<file path="src/rtl/bus_primary_lsu_if.sv">
// otter_bus: shared address/data bus between one primary and its secondaries.
// Latency: n/a (wires only); secondaries return rdata/error a fixed number of cycles after the strobe.
// Backpressure: none on the bus itself; the primary holds addr/size/wdata until it samples the reply.
//
// Signals:
//   addr   primary -> secondary  byte address, held from the strobe cycle to the sample cycle
//   size   primary -> secondary  00 byte, 01 half, 10 word
//   wdata  primary -> secondary  store data, already replicated across the byte lanes
//   rd/wr  primary -> secondary  single-cycle access strobes
//   rdata  secondary -> primary  aligned 32-bit word containing the addressed lanes
//   error  secondary -> primary  access fault (misalignment, unmapped address, ...)
interface otter_bus #(
  parameter int ADDR_WIDTH = 32,
  parameter int BUS_WIDTH  = 32
);
  logic [ADDR_WIDTH-1:0] addr;
  logic [1:0]            size;
  logic [BUS_WIDTH-1:0]  wdata;
  logic                  rd;
  logic                  wr;
  logic [BUS_WIDTH-1:0]  rdata;
  logic                  error;

  modport primary (
    output addr, size, wdata, rd, wr,
    input  rdata, error
  );

  modport secondary (
    input  addr, size, wdata, rd, wr,
    output rdata, error
  );
endinterface

</file>
<file path="src/rtl/bus_primary_lsu.sv">
// Load/store initiator driving otter_bus as primary for the CPU datapath, one request at a time.
// Latency: response pulse 2+LATENCY cycles after the accept edge; illegal size responds the next cycle.
// Backpressure: req_ready is high only in IDLE; a request held across RESP is taken after the return to IDLE.
//
// Ports:
//   clk, rst         rising-edge clock, asynchronous active-high reset
//   req_valid/ready  request handshake; fields req_we, req_size, req_unsigned, req_addr, req_wdata
//   resp_valid       one-cycle response pulse carrying resp_rdata (extended load data) and resp_error
//   bus              otter_bus primary side: addr/size/wdata/rd/wr out, rdata/error in
module bus_primary_lsu #(
  parameter int ADDR_WIDTH = 32,
  parameter int BUS_WIDTH  = 32,
  parameter int LATENCY    = 1
) (
  input  logic                  clk,
  input  logic                  rst,
  input  logic                  req_valid,
  output logic                  req_ready,
  input  logic                  req_we,
  input  logic [1:0]            req_size,
  input  logic                  req_unsigned,
  input  logic [ADDR_WIDTH-1:0] req_addr,
  input  logic [BUS_WIDTH-1:0]  req_wdata,
  output logic                  resp_valid,
  output logic [BUS_WIDTH-1:0]  resp_rdata,
  output logic                  resp_error,
  otter_bus.primary             bus
);

  typedef enum logic [1:0] {
    S_IDLE,
    S_ISSUE,
    S_WAIT,
    S_RESP
  } state_t;

  // Request attributes needed after the bus strobe to shape the response.
  typedef struct packed {
    logic       we;
    logic [1:0] size;
    logic       uns;
    logic [1:0] lane;
  } req_t;

  localparam int CNT_W = (LATENCY > 1) ? $clog2(LATENCY) : 1;
  localparam logic [CNT_W-1:0] CNT_LOAD = CNT_W'(LATENCY - 1);

  state_t                state;
  req_t                  req_q;
  logic [CNT_W-1:0]      cnt;
  logic                  ready_q;
  logic                  rd_q;
  logic                  wr_q;
  logic [ADDR_WIDTH-1:0] addr_q;
  logic [1:0]            size_q;
  logic [BUS_WIDTH-1:0]  wdata_q;
  logic                  resp_valid_q;
  logic [BUS_WIDTH-1:0]  resp_rdata_q;
  logic                  resp_error_q;

  // Stores are presented on every lane so the secondary can pick its lane
  // from addr/size without a shifter of its own.
  function automatic logic [BUS_WIDTH-1:0] replicate(input logic [1:0] size,
                                                     input logic [BUS_WIDTH-1:0] d);
    logic [BUS_WIDTH-1:0] r;
    r = d;
    case (size)
      2'b00:   r = {4{d[7:0]}};
      2'b01:   r = {2{d[15:0]}};
      default: r = d;
    endcase
    return r;
  endfunction

  // Pick the addressed lane out of the aligned read word and extend it.
  function automatic logic [BUS_WIDTH-1:0] extract(input req_t r,
                                                   input logic [BUS_WIDTH-1:0] w);
    logic [7:0]           b;
    logic [15:0]          h;
    logic [BUS_WIDTH-1:0] res;
    b   = w[7:0];
    h   = w[15:0];
    res = w;
    case (r.lane)
      2'd0:    b = w[7:0];
      2'd1:    b = w[15:8];
      2'd2:    b = w[23:16];
      default: b = w[31:24];
    endcase
    h = r.lane[1] ? w[31:16] : w[15:0];
    case (r.size)
      2'b00:   res = {{24{~r.uns & b[7]}}, b};
      2'b01:   res = {{16{~r.uns & h[15]}}, h};
      default: res = w;
    endcase
    return res;
  endfunction

  always_ff @(posedge clk or posedge rst) begin
    if (rst) begin
      state        <= S_IDLE;
      req_q        <= '0;
      cnt          <= '0;
      ready_q      <= 1'b1;
      rd_q         <= 1'b0;
      wr_q         <= 1'b0;
      addr_q       <= '0;
      size_q       <= '0;
      wdata_q      <= '0;
      resp_valid_q <= 1'b0;
      resp_rdata_q <= '0;
      resp_error_q <= 1'b0;
    end else begin
      case (state)
        S_IDLE: begin
          if (req_valid && ready_q) begin
            ready_q <= 1'b0;
            req_q   <= '{we: req_we, size: req_size, uns: req_unsigned, lane: req_addr[1:0]};
            if (req_size == 2'b11) begin
              // Illegal size never reaches the bus; fault straight away.
              resp_valid_q <= 1'b1;
              resp_error_q <= 1'b1;
              resp_rdata_q <= '0;
              state        <= S_RESP;
            end else begin
              addr_q  <= req_addr;
              size_q  <= req_size;
              wdata_q <= replicate(req_size, req_wdata);
              rd_q    <= ~req_we;
              wr_q    <= req_we;
              state   <= S_ISSUE;
            end
          end
        end
        S_ISSUE: begin
          rd_q  <= 1'b0;
          wr_q  <= 1'b0;
          cnt   <= CNT_LOAD;
          state <= S_WAIT;
        end
        S_WAIT: begin
          // addr/size/wdata stay put so the secondary sees a stable access.
          if (cnt == '0) begin
            resp_valid_q <= 1'b1;
            resp_error_q <= bus.error;
            if (bus.error || req_q.we) begin
              resp_rdata_q <= '0;
            end else begin
              resp_rdata_q <= extract(req_q, bus.rdata);
            end
            state <= S_RESP;
          end else begin
            cnt <= cnt - 1'b1;
          end
        end
        S_RESP: begin
          resp_valid_q <= 1'b0;
          ready_q      <= 1'b1;
          state        <= S_IDLE;
        end
        default: begin
          ready_q <= 1'b1;
          state   <= S_IDLE;
        end
      endcase
    end
  end

  assign req_ready  = ready_q;
  assign resp_valid = resp_valid_q;
  assign resp_rdata = resp_rdata_q;
  assign resp_error = resp_error_q;
  assign bus.addr   = addr_q;
  assign bus.size   = size_q;
  assign bus.wdata  = wdata_q;
  assign bus.rd     = rd_q;
  assign bus.wr     = wr_q;

endmodule

</file>
<file path="src/flat_wrapper.sv">
// flat-port wrapper written by rule: the top's interface ports become plain ports
module bus_primary_lsu_flat 
#(
  parameter int ADDR_WIDTH = 32,
  parameter int BUS_WIDTH  = 32,
  parameter int LATENCY    = 1
)
  (clk, rst, req_valid, req_ready, req_we, req_size, req_unsigned, req_addr, req_wdata, resp_valid, resp_rdata, resp_error, bus_addr, bus_size, bus_wdata, bus_rd, bus_wr, bus_rdata, bus_error);
  otter_bus #(.ADDR_WIDTH(ADDR_WIDTH), .BUS_WIDTH(BUS_WIDTH)) bus_i ();
  input  logic clk;
  input  logic rst;
  input  logic req_valid;
  output logic req_ready;
  input  logic req_we;
  input  logic [1:0] req_size;
  input  logic req_unsigned;
  input  logic [ADDR_WIDTH-1:0] req_addr;
  input  logic [BUS_WIDTH-1:0] req_wdata;
  output logic resp_valid;
  output logic [BUS_WIDTH-1:0] resp_rdata;
  output logic resp_error;
  output wire logic [$bits(bus_i.addr)-1:0] bus_addr;
  output wire logic [$bits(bus_i.size)-1:0] bus_size;
  output wire logic [$bits(bus_i.wdata)-1:0] bus_wdata;
  output wire logic [$bits(bus_i.rd)-1:0] bus_rd;
  output wire logic [$bits(bus_i.wr)-1:0] bus_wr;
  input wire logic [$bits(bus_i.rdata)-1:0] bus_rdata;
  input wire logic [$bits(bus_i.error)-1:0] bus_error;
  assign bus_addr = bus_i.addr;
  assign bus_size = bus_i.size;
  assign bus_wdata = bus_i.wdata;
  assign bus_rd = bus_i.rd;
  assign bus_wr = bus_i.wr;
  assign bus_i.rdata = bus_rdata;
  assign bus_i.error = bus_error;
  bus_primary_lsu #(.ADDR_WIDTH(ADDR_WIDTH), .BUS_WIDTH(BUS_WIDTH), .LATENCY(LATENCY)) u_core (.clk(clk), .rst(rst), .req_valid(req_valid), .req_ready(req_ready), .req_we(req_we), .req_size(req_size), .req_unsigned(req_unsigned), .req_addr(req_addr), .req_wdata(req_wdata), .resp_valid(resp_valid), .resp_rdata(resp_rdata), .resp_error(resp_error), .bus(bus_i));
endmodule
</file>
<file path="config.mk">
export PLATFORM = sky130hd
export DESIGN_NAME = bus_primary_lsu_flat
export DESIGN_NICKNAME = d
export VERILOG_FILES = /design/src/rtl/bus_primary_lsu_if.sv /design/src/rtl/bus_primary_lsu.sv /design/src/flat_wrapper.sv
export SDC_FILE = /design/constraint.sdc
export NUM_CORES = 1
export LEC_CHECK = 0
export ABC_AREA = 1
export CAP_MARGIN = 25
export CELL_PAD_IN_SITES_DETAIL_PLACEMENT = 1
export CELL_PAD_IN_SITES_GLOBAL_PLACEMENT = 1
export CORE_ASPECT_RATIO = 1.4
export CORE_UTILIZATION = 30
export CTS_CLUSTER_SIZE = 28
export DETAILED_ROUTE_END_ITERATION = 10
export DONT_BUFFER_PORTS = 1
export PLACE_DENSITY = 0.69
export SYNTH_ARGS = -nofsm -noshare
export SYNTH_HDL_FRONTEND = slang
export SYNTH_SLANG_ARGS = --single-unit
</file>
<file path="constraint.sdc">
create_clock -name clk -period 7.3 [get_ports clk]
set_clock_uncertainty 0.1 [all_clocks]
set_input_delay 1.46 -clock clk [delete_from_list [all_inputs] [get_ports clk]]
set_output_delay 1.46 -clock clk [all_outputs]
set_load 0.005 [all_outputs]
</file>
==> summary.txt, run 1 <==
Outcome
  – Outcome: finished clean

Route
  – Drt pass-1 iters: 4
  – DRC: 0
  – Routed Antenna Nets: 0
  – DR vias/cell: 5.02
  – Total Routed Length: 15600 µm
  – Initial DRC count: 211
  – Wire per inst: 18.2 µm
  – Total number of vias: 4300

Power
  – Sw Ratio: 40.8%
  – Total power: 2.38 mW
  – Internal: 1.41 mW
  – Net Sw Power: 971 µW
  – VDD IR-drop max: 0.138 mV
  – Part of the power in registers: 48.1%
  – Power density cells: 420 mW/mm²
  – Combinational share of power: 29.4%
  – Clk pwr share: 22.5%
  – LEAKAGE: 2.90 nW

Synth
  – Cell variety after synth: 31
  – Mapped Cells: 663
  – Seq/Total Area, Yosys: 53.9%
  – Synthesis Warnings: 0
  – Synth area leader: dfrtp_1
  – Mapped Nets: 773
  – Register bit count reported by yosys: 111
  – Area share of the leading cell type in the synthesized netlist: 53.4%
  – Mapped Avg Cell Area: 7.78 µm²
  – Mapped Area: 0.00516 mm²
  – Synth top area cells: dfrtp_1 53%, nand2_1 23%, nor2_1 4.9%

Floorplan
  – Die W: 113 µm
  – IO Pins: 207
  – Initial Util: 30.7%
  – DIE HEIGHT: 157 µm
  – Die area: 0.0177 mm²
  – FP Rows: 56
  – CORE AREA: 0.0168 mm²

Hold path
  – Worst Hold Class: reg -> reg
  – Hold Path Origin: u_core.resp_rdata[17]
  – Hold path cells: 2
  – Worst Hold Endpoint: u_core.resp_rdata[17]

Clock network
  – Clock latency at the later pin of the worst-skew pair: 0.35 ns
  – Clk slew on worst S/H paths: 0.08 ns
  – Post-cts sizing count: 0
  – H-Tree Depth: 3
  – CTS tree: done
  – Clock root buffer master: clkbuf_16
  – TritonCTS buffer count: 9
  – Clk buf depth: 2
  – Clock sinks: 111
  – Post-CTS Setup Inserts: 0
  – Post-CTS Hold Buffers: 0

Placement
  – Final RePlAce weighted congestion: 0.867
  – I/O Buffers: 0
  – Post-DP HPWL: 11600 µm

Layout
  – Ant. Diodes: 0
  – Layout area overhead: 9.83%
  – Share of post-route cells with drive strength above 1: 5.81%
  – Net count, final: 759

Timing
  – Slew @ Worst Pin: 0.852 ns
  – Final setup viols: 0
  – Final TNS setup: 0 ns
  – Final Hold Viols: 0
  – Tcrit/Tclk final: 35.0%
  – Unrepaired setup endpoints after global routing: false
  – Peak Freq: 391 MHz
  – Final worst path period need: 2.56 ns
  – Final Max Slew Viols: 0
  – Max_slew headroom: 43.2%

Setup path
  – FF-to-FF Start: u_core.req_q[1]
  – Slowest CP cell: nand2_2
  – Reg2reg path depth: 7
  – Crit path required time: 7.43 ns
  – Slowest Stage Delay on Critical Path: 0.30 ns
  – Crit Reg-Reg Endpoint: u_core.resp_rdata[24]
  – Flop2flop setup slack: 5.09 ns
  – Delay-heaviest family, CP: simple AND/OR/NAND/NOR gates
  – Crit start category: primary input
  – Buffers and inverters on the worst path: 3
  – CP Max Fanout: 42
  – Crit-path cells: nand2_1 > inv_1 > nand2_2 > inv_2 > nand2_2 > buf_12 > nand2_1 > o21ai_0
  – Crit path DAT: 2.69 ns
  – Crit end category: flop
  – Crit Path Category: in -> reg

GRT
  – Global-route wire length before repair: 24700 µm
  – Largest net degree at the start of global routing: 71
  – Grt ovf: 0
  – Vias in the first global route: 4642
  – Antenna violations before repair: 0
  – Total GRT Usage: 18.0%

Run
  – Max cap viols: 0
-- metrics by stage --
step | setup WS (ns) | cell area [µm²] | hold WS [ns] | util (%) | std cells
6_report | 4.74 | 5660 | 0.407 | 33.7 | 857
2_1_floorplan | 2.81 | 5160 | 0.365 | - | 663
5_1_grt | 4.54 | 5660 | 0.426 | 33.7 | 857
4_1_cts | 4.72 | 5640 | 0.412 | 33.5 | 856
3_3_place_gp | 3.98 | 5290 | 0.388 | 31.5 | 839
3_5_place_dp | 4.34 | 5310 | 0.391 | 31.6 | 840
-- Yosys cell counts --
master and number:
buf_4 1, o21ai_2 1, dfstp_2 1, buf_6 3, nand3_1 14, inv_2 1, a21oi_1 19, nand2_1 318
dfrtp_1 110, nand3_2 1, o21a_1 1, a21o_1 1, nand3_4 1, o22ai_1 6, a22o_1 1, nor2_1 68
o21ai_1 5, a31oi_1 11, nor2_2 6, or2_2 1, buf_1 1, buf_2 12, o211ai_1 1, clkbuf_1 14
nand2_2 2, a41oi_1 3, clkinv_1 2, ha_1 6, inv_1 18, o21ai_0 33, nand4_1 1
-- cells in the final DEF, fill, tap and decap left out, drive strengths merged --
cell type / count
a41oi: 3
inv: 24
nand4: 1
o21a: 1
ha: 6
o21ai: 39
a21o: 1
nand3: 16
dfstp: 1
nor2: 74
or2: 1
a21oi: 19
clkinv: 3
nand2: 320
dfrtp: 110
o22ai: 6
o211ai: 1
a31oi: 11
a22o: 1
buf: 6
clkbuf: 9
bufinv: 1
-- worst max-delay path by stage --
stage          cells after the start                    to  slack (ns)      start
2_1_floorplan                      1    u_core.bus.addr[0]        2.81        rst
3_3_place_gp                       7         u_core.bus.wr        3.98  req_valid
3_5_place_dp                       7         u_core.bus.rd        4.34  req_valid
4_1_cts                            7         u_core.bus.rd        4.72  req_valid
5_1_grt                            7  u_core.bus.wdata[29]        4.54  req_valid
6_report                           8   u_core.bus.wdata[9]        4.74  req_valid
-- power groups by stage --
| stage | registers, mW | clock network, mW | logic [mW] |
|---|---|---|---|
| finish | 1.14 | 0.535 | 0.698 |
| global route | 1.18 | 0.576 | 0.823 |
| CTS | 1.15 | 0.554 | 0.703 |
| detailed placement | 1.16 | 0 | 0.701 |
| global placement | 1.16 | 0 | 0.645 |
| floorplan | 1.04 | 0 | 0.583 |
-- routing by layer --
layer	wire length, µm	GRT usage (%)
met4	313	6.73
met5	0	0
met2	8000	32.1
met3	1610	7.43
met1	5650	18.9
-- state kept, by name (all words and copies together), names as in the netlist --
name and flops:
u_core.resp_valid 1, u_core.resp_rdata 32, u_core.state 2, u_core.req_ready 1, u_core.bus.size 2, u_core.bus.wdata 32, u_core.req_q 6, u_core.resp_error 1
u_core.bus.wr 1, u_core.bus.rd 1, u_core.bus.addr 32
-- worst register-to-register path, stage by stage (launching register included) --
cell      delay [ns]
dfrtp_1         0.81
clkinv_1        0.46
nand2_1         0.14
nand2_1         0.08
nand3_1         0.13
nand3_4         0.21
nand2_1         0.13
nand2_1         0.06
-- logic make-up (layout without fill, tap and decap cells) --
logic type      count (synthesis)  after routing  synth area share (%)
compound gates                 82             82                  8.88
fa+ha+maj                       6              6                  1.46
buf+inv                        52             43                  4.59
flops                         111            111                  53.9
simple gates                  412            412                  31.2
-- cell type report --
| type | count | area, µm² |
|---|---|---|
| Clock buffer | 9 | 225 |
| Clock inverter | 7 | 97.6 |
| Fill cell | 2051 | 11200 |
| Inverter | 21 | 81.3 |
| Multi-Input combinational cell | 500 | 2150 |
| Sequential cell | 111 | 2780 |
| Tap cell | 203 | 254 |
| Timing Repair Buffer | 6 | 77.6 |
Power figures use the tool's default switching activity.
==> run 2, diff against run 1 <==
==> constraint.sdc (replaced) <==
create_clock -name clk -period 2.6 [get_ports clk]
set_clock_uncertainty 0.1 [all_clocks]
set_input_delay 0.52 -clock clk [delete_from_list [all_inputs] [get_ports clk]]
set_output_delay 0.52 -clock clk [all_outputs]
set_load 0.005 [all_outputs]
==> summary.txt, run 2 (same netlist as run 1, synthesis figures left out) <==
Floorplan
  – DIE HEIGHT: 157 µm (unchanged)
  – Initial Util: 30.7% (unchanged)
  – FP Rows: 56 (unchanged)
  – Die area: 0.0177 mm² (unchanged)
  – IO Pins: 207 (unchanged)
  – Die W: 113 µm (unchanged)
  – CORE AREA: 0.0168 mm² (unchanged)

Power
  – Power density cells: 1170 mW/mm² (+180%)
  – Internal: 3.96 mW (+180%)
  – Sw Ratio: 40.7% (-0.11 points)
  – LEAKAGE: 2.90 nW (about the same)
  – Part of the power in registers: 47.8% (-0.3 points)
  – VDD IR-drop max: 0.437 mV (+220%)
  – Combinational share of power: 30.7% (+1.3 points)
  – Net Sw Power: 2.72 mW (+180%)
  – Clk pwr share: 21.5% (-1.0 points)

Layout
  – Most frequent cells in the layout: 317 x nand2_1, 110 x dfrtp_1, 68 x nor2_1
  – Net count, final: 762 (+0.40%)
  – Share of post-route cells with drive strength above 1: 6.24% (+0.43 points)
  – Ant. Diodes: 0 (unchanged)
  – Commonest non-fill, non-tap cell in the layout: nand2_1
  – Layout fillers: 2051 (unchanged)
  – Final non-filler cell area: 0.00569 mm² (+0.40%)
  – Layout area overhead: 10.3%

Clock network
  – CTS tree: done
  – Clk buf depth: 2 (unchanged)
  – Post-CTS Hold Buffers: 0 (unchanged)
  – Clock sinks: 111 (unchanged)
  – H-Tree Depth: 3 (unchanged)
  – Clock latency at the later pin of the worst-skew pair: 0.35 ns (about the same)
  – TritonCTS buffer count: 9 (unchanged)
  – Post-cts sizing count: 0 (unchanged)
  – Clock root buffer master: clkbuf_16
  – Clk slew on worst S/H paths: 0.08 ns (about the same)
  – Post-CTS Setup Inserts: 0 (unchanged)

Setup path
  – Crit path required time: 2.75 ns (-4.68 ns)
  – Crit Path Category: reg -> reg
  – Reg2reg path depth: 9 (+2)
  – Crit end category: flop
  – Crit path DAT: 2.24 ns (-0.45 ns)
  – FF-to-FF Start: u_core.state[0]
  – Flop2flop setup slack: 0.50 ns (-4.59 ns)
  – CP Max Fanout: 29 (-31%)
  – Crit start category: flop
  – Crit Reg-Reg Endpoint: u_core.resp_error

Placement
  – Final RePlAce weighted congestion: 0.892 (+2.9%)
  – I/O Buffers: 0 (unchanged)
  – Dpl cell area: 0.00538 mm² (+1.3%)
  – Post-DP HPWL: 12100 µm (+4.3%)
  – DP Worst Slack: 0.523 ns (-3.81 ns)

Timing
  – Final Hold Viols: 0 (unchanged)
  – Unrepaired setup endpoints after global routing: false
  – Final setup margin: 0.504 ns (-4.24 ns)
  – Final TNS setup: 0 ns (unchanged)
  – Slew @ Worst Pin: 0.640 ns (-0.212 ns)
  – Peak Freq: 477 MHz
  – Tcrit/Tclk final: 80.6%
  – Final worst path period need: 2.10 ns
  – Max_slew headroom: 57.4% (+14 points)
  – Final Max Slew Viols: 0 (unchanged)
  – Final setup viols: 0 (unchanged)

Route
  – Drt pass-1 iters: 4 (unchanged)
  – Wire per inst: 18.4 µm (+1.5%)
  – Total Routed Length: 15900 µm (+1.9%)
  – Total number of vias: 4334 (+0.79%)
  – Initial DRC count: 223 (+5.7%)
  – DRC: 0 (unchanged)
  – DR vias/cell: 5.04 (+0.44%)
  – Routed Antenna Nets: 0 (unchanged)

GRT
  – Met1 usage: 18.8% (-0.14 points)
  – Routing usage on met2: 33.0% (+0.88 points)
  – Total GRT Usage: 18.3% (+0.26 points)
  – Global-route wire length before repair: 25000 µm (+1.4%)
  – Grt ovf: 0 (unchanged)
  – Largest net degree at the start of global routing: 71 (unchanged)
  – Vias in the first global route: 4720 (+1.7%)
  – Antenna violations before repair: 0 (unchanged)
  – Busiest grt layer: met2
  – Global routing usage on met3: 7.70% (+0.27 points)

Run
  – Max cap viols: 0 (unchanged)

Outcome
  – Outcome: finished clean

Hold path
  – Worst Hold Class: in -> async
==> run 2: cell count changes in the layout (fill, tap and decap cells not counted), sizes merged <==
| cell | before | now |
|---|---|---|
| inv | 24 | 21 |
| clkinvlp | 0 | 3 |
| buf | 6 | 9 |
==> run 2: worst max-delay path, cell delays in order (launching register included) <==
cell and delay [ns]:
dfrtp_1 0.43, inv_1 0.14, ha_1 0.26, inv_1 0.10
nor2_1 0.16, inv_1 0.12, nand2_1 0.23, buf_12 0.22
a21oi_1 0.06, a21o_1 0.16
==> run 2: how the worst max path moves through the flow <==
stage                           startpoint                 end  slack (ns)  depth (start not counted)
after CTS                  u_core.state[1]   u_core.resp_error        0.50                          9
after floorplan                        rst  u_core.bus.addr[0]        0.64                          1
after global placement    u_core.req_ready  u_core.bus.addr[1]        0.69                          8
final                      u_core.state[0]   u_core.resp_error        0.50                          9
after global routing       u_core.state[0]   u_core.resp_error        0.30                          9
after detailed placement   u_core.state[1]   u_core.resp_error        0.52                          9
==> run 2: area by class of cell <==
cell class | instances | area (µm²) | area share [%]
multi-input combinational | 500 | 2150 | 37.8
clock buffer | 9 | 225 | 3.96
clock inverter | 7 | 78.8 | 1.39
sequential | 111 | 2780 | 48.9
tap | 203 | 254 | 4.47
timing repair buffer | 9 | 118 | 2.07
inverter | 21 | 82.6 | 1.45
==> run 2: through the flow <==
| stage | hold slack, ns | power [mW] | instances | utilization, % |
|---|---|---|---|---|
| floorplan | 0.365 | 4.57 | 663 | - |
| global placement | 0.387 | 5.16 | 844 | 32.0 |
| detailed placement | 0.392 | 5.33 | 844 | 32.0 |
| CTS | 0.0559 | 6.80 | 860 | 33.8 |
| global route | 0.0616 | 7.22 | 860 | 33.8 |
| finish | 0.0280 | 6.68 | 860 | 33.8 |
==> run 2: metal layers <==
layer / vias to the layer above / part of all wire (%)
met5: - / 0
li1: 2063 / -
met2: 168 / 52
met3: 20 / 11
met1: 2083 / 35
met4: 0 / 2.3
==> run 2: power groups by stage <==
stage               Clock [mW]  Sequential (mW)  Combinational [mW]
CTS                       1.49             3.22                2.09
detailed placement           0             3.24                2.09
global placement             0             3.22                1.94
floorplan                    0             2.93                1.64
finish                    1.44             3.19                2.05
global route              1.54             3.30                2.38
